==> config.mk <==
export PLATFORM = sky130hd
export DESIGN_NAME = mem_stage
export DESIGN_NICKNAME = d
export VERILOG_FILES = /design/src/rtl/mem_stage_pkg.sv /design/src/rtl/mem_stage_pipe_reg.sv /design/src/rtl/mem_stage.sv
export SDC_FILE = /design/constraint.sdc
export NUM_CORES = 1
export LEC_CHECK = 0
export CORE_AREA = 2 2 146 148
export CTS_BUF_LIST = sky130_fd_sc_hd__clkbuf_8 sky130_fd_sc_hd__clkbuf_16
export CTS_CLUSTER_DIAMETER = 200
export DETAILED_ROUTE_END_ITERATION = 8
export DIE_AREA = 0 0 148 150
export MAX_ROUTING_LAYER = met4
export PLACE_DENSITY = 0.77
export SYNTH_ARGS = -nofsm -noshare
export SYNTH_HDL_FRONTEND = slang
export SYNTH_HIERARCHICAL = 1
export SYNTH_SLANG_ARGS = --single-unit
==> constraint.sdc <==
create_clock -name clk -period 3.15 [get_ports clk]
set_clock_uncertainty 0.2 [all_clocks]
set_input_delay 0.315 -clock clk [delete_from_list [all_inputs] [get_ports clk]]
set_output_delay 0.315 -clock clk [all_outputs]
set_load 0.03 [all_outputs]
==> src/rtl/mem_stage_pkg.sv <==
// Shared definitions for the MM stage: mm_ctl bit positions, FSM states and WB encodings.
package mem_stage_pkg;

    localparam int unsigned MM_LOAD  = 0;
    localparam int unsigned MM_STORE = 1;
    localparam int unsigned MM_FDEST = 2;

    localparam logic [3:0] WB_NONE = 4'b0000;

    typedef enum logic {
        ST_IDLE   = 1'b0,
        ST_ACCESS = 1'b1
    } mm_state_t;

    function automatic logic is_mem_op(input logic [2:0] ctl);
        return ctl[MM_LOAD] | ctl[MM_STORE];
    endfunction

    // Store wins when both bits are set, so only a pure load returns memory data.
    function automatic logic is_load_only(input logic [2:0] ctl);
        return ctl[MM_LOAD] & ~ctl[MM_STORE];
    endfunction

endpackage

==> src/rtl/mem_stage_pipe_reg.sv <==
// EX/MM pipeline register: loads when enabled, substituting a bubble for busy or faulting EX slots.
module mm_pipe_reg
    import mem_stage_pkg::*;
(
    input  logic        clk,
    input  logic        rst,
    input  logic        load_en,
    input  logic        ex_busy,
    input  logic        ex_exc,
    input  logic [2:0]  mm_ctl,
    input  logic        result_P,
    input  logic [31:0] result_I,
    input  logic [31:0] result_F,
    input  logic [3:0]  WB_in,
    output logic [2:0]  q_ctl,
    output logic        q_p,
    output logic [31:0] q_i,
    output logic [31:0] q_f,
    output logic [3:0]  q_wb,
    output logic        q_exc
);

    always_ff @(posedge clk or posedge rst) begin
        if (rst) begin
            q_ctl <= '0;
            q_p   <= 1'b0;
            q_i   <= '0;
            q_f   <= '0;
            q_wb  <= WB_NONE;
            q_exc <= 1'b0;
        end else if (load_en) begin
            if (ex_busy || ex_exc) begin
                q_ctl <= '0;
                q_p   <= 1'b0;
                q_i   <= '0;
                q_f   <= '0;
                q_wb  <= WB_NONE;
                // A faulting slot is still a bubble, but remembers the fault for one cycle.
                q_exc <= ex_exc & ~ex_busy;
            end else begin
                q_ctl <= mm_ctl;
                q_p   <= result_P;
                q_i   <= result_I;
                q_f   <= result_F;
                q_wb  <= WB_in;
                q_exc <= 1'b0;
            end
        end
    end

endmodule

==> src/rtl/mem_stage.sv <==
// MM pipeline stage: EX/MM register, req/ack data-memory access FSM, forwarding and WB bundle.
// Optional macro MM_TIMEOUT_EN adds an ack-wait timeout that aborts the access with a bus error.
module mem_stage
    import mem_stage_pkg::*;
#(
    parameter int unsigned AW      = 32,
    parameter int unsigned TIMEOUT = 15
) (
    input  logic          clk,
    input  logic          rst,
    input  logic          ex_busy,
    input  logic          ex_exc,
    input  logic [2:0]    mm_ctl,
    input  logic          result_P,
    input  logic [31:0]   result_I,
    input  logic [31:0]   result_F,
    input  logic [31:0]   Wdata,
    input  logic [3:0]    WB_in,
    output logic          dmem_req,
    output logic          dmem_we,
    output logic [AW-1:0] dmem_addr,
    output logic [31:0]   dmem_wdata,
    input  logic          dmem_ack,
    input  logic [31:0]   dmem_rdata,
    output logic          mm_stall,
    output logic          pval_mm,
    output logic [31:0]   rval_mm,
    output logic [31:0]   fval_mm,
    output logic [3:0]    WB_out,
    output logic          wb_pval,
    output logic [31:0]   wb_rval,
    output logic [31:0]   wb_fval,
    output logic [1:0]    mm_exc
);

    if (AW < 3 || AW > 32 || TIMEOUT < 1 || TIMEOUT > 16) begin : g_param_check
        $error("mem_stage: AW must be 3..32 and TIMEOUT 1..16");
    end

    mm_state_t   state;
    logic        pipe_en;
    logic        capture_mem;
    logic [2:0]  q_ctl;
    logic        q_p;
    logic [31:0] q_i;
    logic [31:0] q_f;
    logic [3:0]  q_wb;
    logic        q_exc;
    logic        q_load;
    logic [31:0] ld_data;

`ifdef MM_TIMEOUT_EN
    localparam logic [3:0] WAIT_LAST = 4'(TIMEOUT - 1);
    logic [3:0] wait_cnt;
    logic       aborted;
    logic       bus_err;
`endif

    assign pipe_en     = (state == ST_IDLE);
    assign capture_mem = ~ex_busy & ~ex_exc & is_mem_op(mm_ctl);

    mm_pipe_reg u_pipe (
        .clk      (clk),
        .rst      (rst),
        .load_en  (pipe_en),
        .ex_busy  (ex_busy),
        .ex_exc   (ex_exc),
        .mm_ctl   (mm_ctl),
        .result_P (result_P),
        .result_I (result_I),
        .result_F (result_F),
        .WB_in    (WB_in),
        .q_ctl    (q_ctl),
        .q_p      (q_p),
        .q_i      (q_i),
        .q_f      (q_f),
        .q_wb     (q_wb),
        .q_exc    (q_exc)
    );

    // The request is launched from the raw EX inputs on the capture edge so that
    // dmem_req rises in the very next cycle while the EX/MM register freezes.
    always_ff @(posedge clk or posedge rst) begin
        if (rst) begin
            state      <= ST_IDLE;
            dmem_req   <= 1'b0;
            dmem_we    <= 1'b0;
            dmem_addr  <= '0;
            dmem_wdata <= '0;
            ld_data    <= '0;
`ifdef MM_TIMEOUT_EN
            wait_cnt   <= '0;
            aborted    <= 1'b0;
            bus_err    <= 1'b0;
`endif
        end else begin
`ifdef MM_TIMEOUT_EN
            bus_err <= 1'b0;
`endif
            case (state)
                ST_IDLE: begin
`ifdef MM_TIMEOUT_EN
                    aborted <= 1'b0;
`endif
                    if (capture_mem) begin
                        state      <= ST_ACCESS;
                        dmem_req   <= 1'b1;
                        dmem_we    <= mm_ctl[MM_STORE];
                        dmem_addr  <= {result_I[AW-1:2], 2'b00};
                        dmem_wdata <= Wdata;
`ifdef MM_TIMEOUT_EN
                        wait_cnt   <= '0;
`endif
                    end
                end
                ST_ACCESS: begin
                    if (dmem_ack) begin
                        state    <= ST_IDLE;
                        dmem_req <= 1'b0;
                        dmem_we  <= 1'b0;
                        ld_data  <= dmem_rdata;
                    end
`ifdef MM_TIMEOUT_EN
                    else if (wait_cnt == WAIT_LAST) begin
                        state    <= ST_IDLE;
                        dmem_req <= 1'b0;
                        dmem_we  <= 1'b0;
                        aborted  <= 1'b1;
                        bus_err  <= 1'b1;
                    end else begin
                        wait_cnt <= wait_cnt + 4'd1;
                    end
`endif
                end
                default: state <= ST_IDLE;
            endcase
        end
    end

    assign q_load   = is_load_only(q_ctl);
    assign mm_stall = (state == ST_ACCESS) & ~dmem_ack;

    // The EX/MM register still holds the finished memory op in the cycle after ack,
    // so the WB bundle is steered from it plus the latched load data.
    always_comb begin
        WB_out  = (state == ST_IDLE) ? q_wb : WB_NONE;
`ifdef MM_TIMEOUT_EN
        if (aborted) begin
            WB_out = WB_NONE;
        end
`endif
        wb_pval = q_p;
        wb_rval = (q_load & ~q_ctl[MM_FDEST]) ? ld_data : q_i;
        wb_fval = (q_load &  q_ctl[MM_FDEST]) ? ld_data : q_f;
    end

    assign pval_mm = q_p;
    assign rval_mm = q_i;
    assign fval_mm = q_f;

`ifdef MM_TIMEOUT_EN
    assign mm_exc = {bus_err, q_exc};
`else
    assign mm_exc = {1'b0, q_exc};
`endif

endmodule
==> flow_summary.toml <==
[power_and_ir_drop]
power_density_nw_per_um2 = 598
ir_drop_v = 0.000362
finalPower_w = 0.00728
p_leak_nw = 5.12

[synthesis]
muxShareOfSynthArea_pct = 22.5
syn_area_sq_um = 7940
synth_compound_area_share_pct = 11.4
synth_ff_type = "dfrtp_1"
synth_seq_cells = 170
yosys.area_share.simple_pct = 4.67
yosysTopAreaCell = "dfrtp_1"
synth_xor_area_share_pct = 0
synth_top_area_share_pct = 53.6
avgSynthCellArea_sq_um = 13.0
synth_cell_types = 23
yosys-top-cells-area = "dfrtp_1 (54%), mux2_2 (16%), o22ai_2 (11%)"
yosysWarnings = 6
synthArstFlopShare_pct = 100
ys_seq_area_share_pct = 53.6
synth_fa_ha_area_share_pct = 0
synthCells = 612
synth_edf_count = 0
synth_top_family_by_area = "multiplexers"

[status]
status = "complete, no violations"

[die]
start_util_pct = 38.4
rows = 53
ioPinCount = 344
dieArea_sq_um = 22200
die_w_um = 148
coreArea_sq_um = 20700
die_y_um = 150

[sta]
report.final.slew_viol_count = 0
slew_headroom_pct = 46.1
setup_ws_ps = 281
finalSetupTns_ps = 0
max_freq_mhz = 349
min_period_over_period_pct = 91.1
setup_violations = 0
layout_min_cycle_time_ps = 2870
tightest_slew_ps = 809
hold_viol = 0
rsz0062_at_grt = "false"

[critical_path]
criticalPathCategory = "reg -> out"
start_kind = "register"
cp-end-kind = "output pin"
path_depth = 5
cp_top_family = "buffers and inverters"
crit_top_cell = "buf_4"
reg2regPathDepth = 3
critical_path_required_ps = 2630
cp_data_arrival_time_ps = 2350
critPathMaxFanout = 9
crit_path_cell_trace = "nor3b_4 > buf_4 > buf_4 > mux2_2 > clkdlybuf4s50_1"
slowest_stage = "clkdlybuf4s50_1"
crit_buf_inv = 3
critical_path.max_stage_delay_ps = 600

[routing]
drt_iter0_markers = 215
detail_route.wl_per_cell_um = 18.6
drc = 0
routed_wl_mm = 22.9
vias_per_cell = 4.78
ant_nets = 0
dr.pass1.iters = 4
num_vias = 5904

[clocking]
cts_tree = "yes"
cts.sinks = 170
clk_pin_slew_worst_paths_ps = 70
insertion_delay_ps = 410
cts_buffer_depth = 2
cts_made_buffers = 17
h-tree-depth = 4
cts_resized = 0
cts_hold_buf = 0
root_buffer = "clkbuf_16"

[hold_path]
hold_class = "in -> async"

[finish]
layout_common_cells = "clkdlybuf4s50_1 (340), dfrtp_1 (170), mux2_2 (111)"
final_common_cell = "clkdlybuf4s50_1"
fin_util_pct = 58.8
area_growth_pct = 53.3
diodes = 0
drive_gt1_share_pct = 24.8
stdcell_area_sq_um = 12200
finalNetCount = 1088

[run]
maxCapViolations = 0

[grt]
grt_antenna_before_repair = 0
first_global_vias = 6258
grtUsageTotal_pct = 21.2
grt_start_max_net_pins = 147
grt_pass1_wl_mm = 35.0
grt_overflow = 0

[placement]
dp_slack_ps = 457
detailed_place_hpwl_mm = 16.9
post_dp_cell_area_sq_um = 11600
place_congestion = 0.794
io_buffer_count = 340
layer usage:
layer / track usage, % / up-vias / share of wire, % / wire length, um
met4: 6.38 / 0 / 1.4 / 327
li1: - / 2734 / - / -
met1: 24.6 / 2925 / 41 / 9370
met3: 5.21 / 20 / 6.6 / 1510
met2: 36.5 / 225 / 51 / 11700
met5: - / - / 0 / 0
power breakdown:
group | internal [W] | switching (W)
combinational | 0.00111 | 0.00128
sequential | 0.00256 | 0.000258
clock | 0.00113 | 0.000928
total | 0.00481 | 0.00247
timing repair:
action	in CTS	in global routing
endpoints found under the hold margin	0	0
setup buffers	0	4
endpoints found under the setup margin	0	28
cell families (layout without fill, tap and decap cells):
group | after synthesis | after routing
compound gates | 74 | 74
buf+inv | 122 | 468
flops | 170 | 170
mux | 159 | 159
other cells | 1 | 3
simple gates | 86 | 86
sequential cells by signal (all words and copies together), names as in the netlist:
signal        count
u_pipe/q_ctl      3
dmem_wdata       32
u_pipe/q_i       32
state             1
u_pipe/q_f       32
u_pipe/q_p        1
u_pipe/q_exc      1
dmem_addr        30
ld_data          32
dmem_we           1
dmem_req          1
u_pipe/q_wb       4
synth_stat cells (2+ instances only):
| master | count |
|---|---|
| buf_6 | 13 |
| inv_1 | 77 |
| nor2b_1 | 4 |
| buf_4 | 5 |
| mux2_1 | 47 |
| dfrtp_1 | 170 |
| mux2_2 | 111 |
| o22ai_1 | 3 |
| clkbuf_1 | 2 |
| o22ai_2 | 70 |
| nand2_1 | 74 |
| nor2_1 | 2 |
| buf_2 | 24 |
final timing paths:
path                            startpoint        endpoint  slack [ps]
min in group clk              result_F[23]  u_pipe/q_f[23]         260
min reg2reg                   dmem_addr[4]    dmem_addr[4]         290
max                        u_pipe/q_ctl[1]      wb_rval[4]         280
min                                    rst     ld_data[13]          70
max in group asynchronous              rst  dmem_wdata[19]        1860
max reg2reg                          state  dmem_wdata[30]         950
worst reg2reg max path: stages, from the launching register on:
cell     delay [ps]
dfrtp_1         560
nor4_4          360
buf_4           540
mux2_1          440
area by class of cell:
class | count | area, sq um
tap | 275 | 344
clock buffer | 18 | 439
fill | 1760 | 8530
timing repair buffer | 359 | 3610
inverter | 77 | 298
multi-input combinational | 322 | 3080
clock inverter | 14 | 138
sequential | 170 | 4250
stage by stage:
stage	hold WS, ps	std cells
after floorplan	204	614
after global placement	258	1199
after detailed placement	274	1199
after CTS	73.4	1231
after global routing	105	1235
final	72.5	1235
Power figures use the tool's default switching activity.
